**src/rtl/sigma_io_pkg.sv**
```systemverilog
`default_nettype none
// ============================================================================
//  Module   : sigma_io_pkg
//  Brief    : Shared codes for the Sigma I/O card peripherals (reader/punch):
//             condition codes, default card geometry and the punch state enum.
//  Revision : 1.0  initial release
// ============================================================================
package sigma_io_pkg;

  // Condition codes returned in cc after a TIO
  localparam logic [3:0] CC_SIO_OK = 4'd0;
  localparam logic [3:0] CC_BUSY   = 4'd6;

  // Default card geometry and buffer origin
  localparam int unsigned WORDS_PER_CARD         = 30;
  localparam logic [16:0] BUFFER_ADDRESS_DEFAULT = 17'h0002a;

  // Punch sequencing states; the reader can adopt the same encoding
  typedef enum logic [1:0] {
    PUNCH_IDLE = 2'd0,
    PUNCH_REQ  = 2'd1,
    PUNCH_CAPT = 2'd2,
    PUNCH_PUSH = 2'd3
  } punch_state_t;

  // Word addresses wrap modulo 2^17
  function automatic logic [16:0] next_word_address(input logic [16:0] addr);
    return addr + 17'd1;
  endfunction

endpackage
`default_nettype wire

```
**src/rtl/card_punch.sv**
```systemverilog
`default_nettype none
// ============================================================================
//  Module   : card_punch
//  Brief    : Sigma I/O card punch. On SIO it reads one card image of
//             WORDS_PER_CARD words from main memory over the IOP port and
//             hands each word to the punch sink over valid/ready, flagging
//             the last word. One word is held at a time (no FIFO).
//  Revision : 1.0  initial release
// ============================================================================
module card_punch
  import sigma_io_pkg::*;
#(
  parameter int unsigned WORDS_PER_CARD = sigma_io_pkg::WORDS_PER_CARD,
  parameter logic [16:0] BUFFER_ADDRESS = BUFFER_ADDRESS_DEFAULT
) (
  input  logic         clock,
  input  logic         reset,          // asynchronous, active-low
  input  logic         sio,
  input  logic         tio,
  output logic [0:3]   cc,
  output logic         running,
  input  logic         active,
  output logic         rd_enable,
  output logic [15:31] memory_address,
  input  logic [0:31]  memory_data_in,
  output logic [0:31]  punch_data,
  output logic         punch_valid,
  output logic         punch_last,
  input  logic         punch_ready
);

  // Card length as loaded into the 8-bit word counter
  localparam logic [7:0] c_card_words = 8'(WORDS_PER_CARD);

  punch_state_t r_state;
  punch_state_t w_state_next;

  logic [7:0]  r_word_count;
  logic [16:0] r_address;
  logic [31:0] r_punch_data;
  logic [3:0]  r_cc;

  logic w_start;     // SIO accepted this cycle
  logic w_capture;   // granted read data is on memory_data_in this cycle
  logic w_count_zero;

  assign w_count_zero = (r_word_count == 8'd0);
  assign w_start      = (r_state == PUNCH_IDLE) && sio;
  assign w_capture    = (r_state == PUNCH_CAPT);

  // State register; reset abandons any partial card immediately
  always_ff @(posedge clock or negedge reset) begin
    if (!reset) begin
      r_state <= PUNCH_IDLE;
    end else begin
      r_state <= w_state_next;
    end
  end

  // Next-state logic: one word per REQ -> CAPT -> PUSH round trip
  always_comb begin
    w_state_next = r_state;
    case (r_state)
      PUNCH_IDLE: begin
        if (sio) begin
          w_state_next = PUNCH_REQ;
        end
      end
      PUNCH_REQ: begin
        // Hold the request until the IOP grants the memory port
        if (active) begin
          w_state_next = PUNCH_CAPT;
        end
      end
      PUNCH_CAPT: begin
        w_state_next = PUNCH_PUSH;
      end
      PUNCH_PUSH: begin
        // Back-pressure holds the word here; no read is issued meanwhile
        if (punch_ready) begin
          w_state_next = w_count_zero ? PUNCH_IDLE : PUNCH_REQ;
        end
      end
      default: begin
        w_state_next = PUNCH_IDLE;
      end
    endcase
  end

  // Word counter: loaded on SIO, counts captured words, saturates at zero
  always_ff @(posedge clock or negedge reset) begin
    if (!reset) begin
      r_word_count <= 8'd0;
    end else if (w_start) begin
      r_word_count <= c_card_words;
    end else if (w_capture && !w_count_zero) begin
      r_word_count <= r_word_count - 8'd1;
    end
  end

  // Fetch address persists across cards; only reset rewinds it
  always_ff @(posedge clock or negedge reset) begin
    if (!reset) begin
      r_address <= BUFFER_ADDRESS;
    end else if (w_capture) begin
      r_address <= next_word_address(r_address);
    end
  end

  // Holding register for the word being punched; stable through PUSH
  always_ff @(posedge clock or negedge reset) begin
    if (!reset) begin
      r_punch_data <= 32'd0;
    end else if (w_capture) begin
      r_punch_data <= memory_data_in;
    end
  end

  // Condition code sampled every cycle from the pre-edge state
  always_ff @(posedge clock or negedge reset) begin
    if (!reset) begin
      r_cc <= CC_SIO_OK;
    end else if (tio && (r_state == PUNCH_IDLE)) begin
      r_cc <= CC_SIO_OK;
    end else begin
      r_cc <= CC_BUSY;
    end
  end

  // Handshake outputs decode registered state only
  assign running        = (r_state != PUNCH_IDLE);
  assign rd_enable      = (r_state == PUNCH_REQ);
  assign punch_valid    = (r_state == PUNCH_PUSH);
  assign punch_last     = (r_state == PUNCH_PUSH) && w_count_zero;
  assign memory_address = r_address;
  assign punch_data     = r_punch_data;
  assign cc             = r_cc;

endmodule
`default_nettype wire

```
**config.mk**
```make
export PLATFORM = sky130hd
export DESIGN_NAME = card_punch
export DESIGN_NICKNAME = d
export VERILOG_FILES = /design/src/rtl/sigma_io_pkg.sv /design/src/rtl/card_punch.sv
export SDC_FILE = /design/constraint.sdc
export NUM_CORES = 1
export LEC_CHECK = 0
export ABC_AREA = 1
export CORE_AREA = 2 2 110 69
export CTS_CLUSTER_SIZE = 28
export DETAILED_ROUTE_END_ITERATION = 12
export DIE_AREA = 0 0 112 71
export MAX_ROUTING_LAYER = met4
export PLACE_DENSITY = 0.72
export SLEW_MARGIN = 20
export SYNTH_ARGS = -nofsm -noshare
export SYNTH_HDL_FRONTEND = slang
export SYNTH_SLANG_ARGS = --single-unit
```
**constraint.sdc**
```tcl
create_clock -name clock -period 1.4 [get_ports clock]
set_input_delay 0.14 -clock clock [delete_from_list [all_inputs] [get_ports clock]]
set_output_delay 0.14 -clock clock [all_outputs]
set_load 0.02 [all_outputs]
```
* Word-level counts from Yosys, hierarchy flattened
Index checks and enable logic that the tools add are counted.
Storage, ports and cells: output and inout port bits 57, word-level logic and storage cells 31, input port bits 38, register bits 62
Operators by class: eq/ne operators 6, multiplexer cells 8, reduce and logical (&&, ||, !) cells 10, add/subtract/negate cells 2
Operators with widths (number):
- adder 17 x 1 -> 17 bit, second input constant | 1
- 2-to-1 mux 8 bit | 2
- logical NOT 8 bit | 1
- one-hot mux 2 bit (4 select lines) | 1
- subtractor 8 x 1 -> 8 bit, second input constant | 1
- 2-to-1 mux 2 bit | 3
- == test 2 bit, second input constant | 2
- logical AND 1 bit | 4
- != test 2 bit, second input constant | 2
- nonzero test 2 bit | 2
- 2-to-1 mux 3 bit | 1
- AND reduction 3 bit | 1
- == test 2 x 1 -> 1 bit, second input constant | 1
- logical NOT 2 bit | 1
- != test 2 x 1 -> 1 bit, second input constant | 1
- logical NOT 1 bit | 1
- 2-to-1 mux 1 bit | 1

* Depth between registers and ports, before layout
Gate-level depths: netlist of the first run.
depth in word-level cells 5, gate-level depth with buffers 9, mapped depth without buffers 8

* Least setup slack after synthesis of the first run
Ideal clock, no wire load.
path type register to register, start point reg r_state[0], end point reg r_address[10], in the netlist memory_address[21], slack -122 ps, data required time 1278 ps, arrival 1400 ps, period minus slack after synthesis 1522 ps, library setup time 122 ps, path buffers 1, stages on the path, launching flop included 8, cells stage by stage dfrtp_1 -> inv_1 -> ha_1 -> buf_6 -> nand3_4 -> nor3_4 -> nand2_1 -> xor2_1
Between the ends: cells in the longest elaborated chain, start to end 1
RTL lines:
- from (decl) | RTL line card_punch.sv:35 | punch_state_t r_state;
- from (signal assigned) | RTL line card_punch.sv:56 | r_state <= w_state_next;
- == test 2 bit | RTL line card_punch.sv:49 | assign w_capture = (r_state == PUNCH_CAPT);
- to (signal assigned) | RTL line card_punch.sv:106 | r_address <= next_word_address(r_address);
- to (decl) | RTL line card_punch.sv:39 | logic [16:0] r_address;
No other way between the ends. A chain may end at the register's enable or synchronous reset.

* Final worst setup path of the first run
start point reg r_state[0], end point reg r_word_count[2]
Between the ends: cells in the longest elaborated chain, start to end 3, elaborated cells between the ends (all ways) 6, those cells by class 1 x eq/ne; 1 x mux; 4 x reduce/logical
RTL lines:
- == test 2 bit or logical NOT 2 bit (tied branches) | RTL line card_punch.sv:49, card_punch.sv:48
- logical AND 1 bit, on equally long branches | RTL line card_punch.sv:96, card_punch.sv:48
- nonzero test 2 bit (no line) or 2-to-1 mux 8 bit (tied branches)
- to (signal assigned) | RTL line card_punch.sv:95 | r_word_count <= c_card_words;
- to (signal assigned) | RTL line card_punch.sv:97 | r_word_count <= r_word_count - 8'd1;
- to (decl) | RTL line card_punch.sv:38 | logic [7:0] r_word_count;
Parallel ways exist; a longest one is shown, timed or not.

==> results.toml, run 1 <==
[run_status]
status = "finished, violations left"
violations = "negative setup slack"

[critical_path]
r2r_end = "r_word_count[2]$_DFFE_PN0P_"
r2r_cells = 9
crit_path_start_kind = "flop"
cp.required_ns = 1.59
rr_startpoint = "r_state[0]$_DFFE_PN0P_"
worstSetupPathType = "reg2reg"
cp_data_arrival_time_ns = 1.71
cp_max_fo = 5
r2r_setup_slack_ns = -0.12
endpoint_kind = "flop"

[pwr]
p_leak_nw = 2.39
power_density_nw_per_um2 = 2270
total_power_w = 0.0103
ir_worst_vdd_v = 0.00123

[global_routing]
grt_pass1_wl_mm = 12.5
antenna_found_initial = 0
grt_pass1_vias = 2602
grt_max_degree = 35
grt_use_total = 0.208
grt_overflow_total = 0

[layout]
drive_above_1_share = 0.210
fin_util = 0.644
areaGrowthSynthToFinish_pct = 61.7
finalNetCount = 503
n_antenna_cell = 0
fillers = 597

[routing]
dr.pass1.iters = 4
viasPerCell = 4.68
wl_per_cell_um = 13.9
wirelength_mm = 7.68
vias = 2584
drc = 0
drtIter0Drc = 89
antenna_left = 0

[sta]
finalWorstPathRequiredPeriod_ns = 1.52
slew_violations = 0
fin_setup_tns_ns = -1.06
finalSetupViolCount = 19
rsz0062_at_grt = "true"
fin_crit_sh = 1.09
finClkSkew_ns = 0.00484
fmax_mhz = 658
setup_slack_ns = -0.120
hold_ws_ns = 0.326
finalHoldViolCount = 0

[job]
cap_viol_max_count = 0

[synthesis]
synthTopCellsByCount = "nand2_1, dfrtp_1, inv_1"
syn_avg_cell_area_sq_um = 8.50
synth.largest_area_cell = "dfrtp_1"
synthCells = 329
synth-main-ff-cell = "dfrtp_1"
synth_warnings = 0
async_reset_ff_frac = 1.00
synth_seq_cells = 60
ys_types = 26
mappedNetlistArea_sq_um = 2800
synth.most_common_cell = "nand2_1"
yosysSeqAreaShare = 0.538
synth_top_area_frac = 0.510
netlist_top_cells_area = "dfrtp_1, nand2_1, inv_1"
synth_edf_count = 0

[floorplan]
dieArea_sq_um = 7950
die_x_um = 112
initial_core_util = 0.398
io_pins = 95
coreArea_sq_um = 7030
num_rows = 24
die_h_um = 71

[placed_design]
preCtsSetupSlack_ns = -0.260
routabilityCongestion = 0.814
placement.io_buffers = 92
dp_hpwl_mm = 5.00

[clock_tree]
cts_made_buffers = 9
ctsRootBufferMaster = "clkbuf_16"
worstSkewPairLatency_ns = 0.32
numClockSinks = 60
htreeDepth = 3
clockBufferDepth = 2
cts_tree = "built"
cts.clk_slew.worst_paths_ns = 0.05

[hold_path]
hp-class = "in2async"
==> state kept, by name (all words and copies together) (netlist names) <==
name	flops
punch_data	32
r_word_count	8
r_state	2
memory_address	17
cc	1
==> critical path, stage by stage, from the launching register on <==
cell and delay, ns:
dfrtp_1 0.40, inv_2 0.10, ha_4 0.17, buf_4 0.12, inv_4 0.04, nor2_4 0.23
buf_6 0.15, nand2_1 0.04, nand2_1 0.06, nand3_1 0.07
==> metrics by stage <==
stage	instances	cell area, sq um
finish	552	4520
global route	552	4520
CTS	550	4420
detailed placement	528	4020
global placement	528	4020
floorplan	330	2830
==> cell usage in the layout (no fill, tap or decap), drive strengths merged <==
| cell | n |
|---|---|
| conb | 2 |
| nand4 | 7 |
| ha | 8 |
| clkdlybuf4s15 | 2 |
| a21oi | 2 |
| buf | 38 |
| dlygate4sd3 | 1 |
| xnor2 | 4 |
| nor2 | 18 |
| clkdlybuf4s50 | 36 |
| bufinv | 1 |
| nand2 | 145 |
| dfstp | 3 |
| dlymetal6s2s | 1 |
| o21bai | 1 |
| nor3 | 4 |
| o21ai | 4 |
| dlygate4sd2 | 47 |
| xor2 | 10 |
| nand3 | 18 |
| or2 | 2 |
| clkbuf | 16 |
| inv | 34 |
| dfrtp | 57 |
==> area by class of cell <==
cell class / count / area [sq um] / share of cell area
Multi-Input combinational cell: 225 / 1270 / 0.282
Timing Repair Buffer: 127 / 1190 / 0.263
Sequential cell: 60 / 1510 / 0.333
Clock buffer: 14 / 274 / 0.0606
Inverter: 34 / 135 / 0.0299
Tap cell: 91 / 114 / 0.0252
Clock inverter: 1 / 30.0 / 0.00664
==> metal layers <==
layer	wire [um]	track usage	vias to the layer above
met2	3680	0.328	85
met3	388	0.0523	8
met4	77	0.0650	0
met1	3530	0.267	1237
met5	0	-	-
li1	-	-	1254
==> power breakdown <==
group          switching, W  internal (W)  leakage (nW)  total [W]
sequential         0.000490       0.00247         0.746    0.00296
clock              0.000715       0.00151         0.149    0.00223
combinational       0.00294       0.00214          1.49    0.00509
==> how the worst max path moves through the flow <==
stage	slack, ns	cells after the start	startpoint	to
after floorplan	-0.03	6	r_state[0]$_DFFE_PN0P_	r_state[0]$_DFFE_PN0P_
after global placement	-0.24	5	r_word_count[0]$_DFFE_PN0P_	punch_last
after detailed placement	-0.26	5	r_word_count[0]$_DFFE_PN0P_	punch_last
after CTS	-0.09	7	r_state[0]$_DFFE_PN0P_	memory_address[21]$_DFFE_PN0P_
after global routing	-0.19	9	r_state[0]$_DFFE_PN0P_	r_word_count[2]$_DFFE_PN0P_
final	-0.12	9	r_state[0]$_DFFE_PN0P_	r_word_count[2]$_DFFE_PN0P_
==> cells by family after synthesis <==
group,count (synthesis),share of synthesized area
XOR/XNOR,14,0.0438
AO/OA/AOI/OAI,7,0.0134
flip-flops,60,0.538
other,1,0.00134
buffers and inverters,45,0.0698
adder cells (fa/ha/maj),8,0.0358
AND/OR/NAND/NOR,194,0.298
==> repair_timing <==
| item | 4_1_cts | 5_1_grt |
|---|---|---|
| pin swaps | 8 | 16 |
| hold buffers | 1 | 0 |
| gates resized for setup | 93 | 30 |
| hold endpoints to repair | 57 | 0 |
| setup buffers | 6 | 2 |
| setup endpoints to repair | 80 | 60 |
Power figures use the tool's default switching activity.
==> inputs of run 2 (changes only) <==
--- a/config.mk
+++ b/config.mk
@@ -6,6 +6,8 @@
 export NUM_CORES = 1
 export LEC_CHECK = 0
 export ABC_AREA = 1
+export ABC_CLOCK_PERIOD_IN_PS = 1400
+export CAP_MARGIN = 15
 export CORE_AREA = 2 2 110 69
 export CTS_CLUSTER_SIZE = 28
 export DETAILED_ROUTE_END_ITERATION = 12
==> results of run 2 <==
Same layout as run 1: the final DEF is identical, and so are final timing and power.
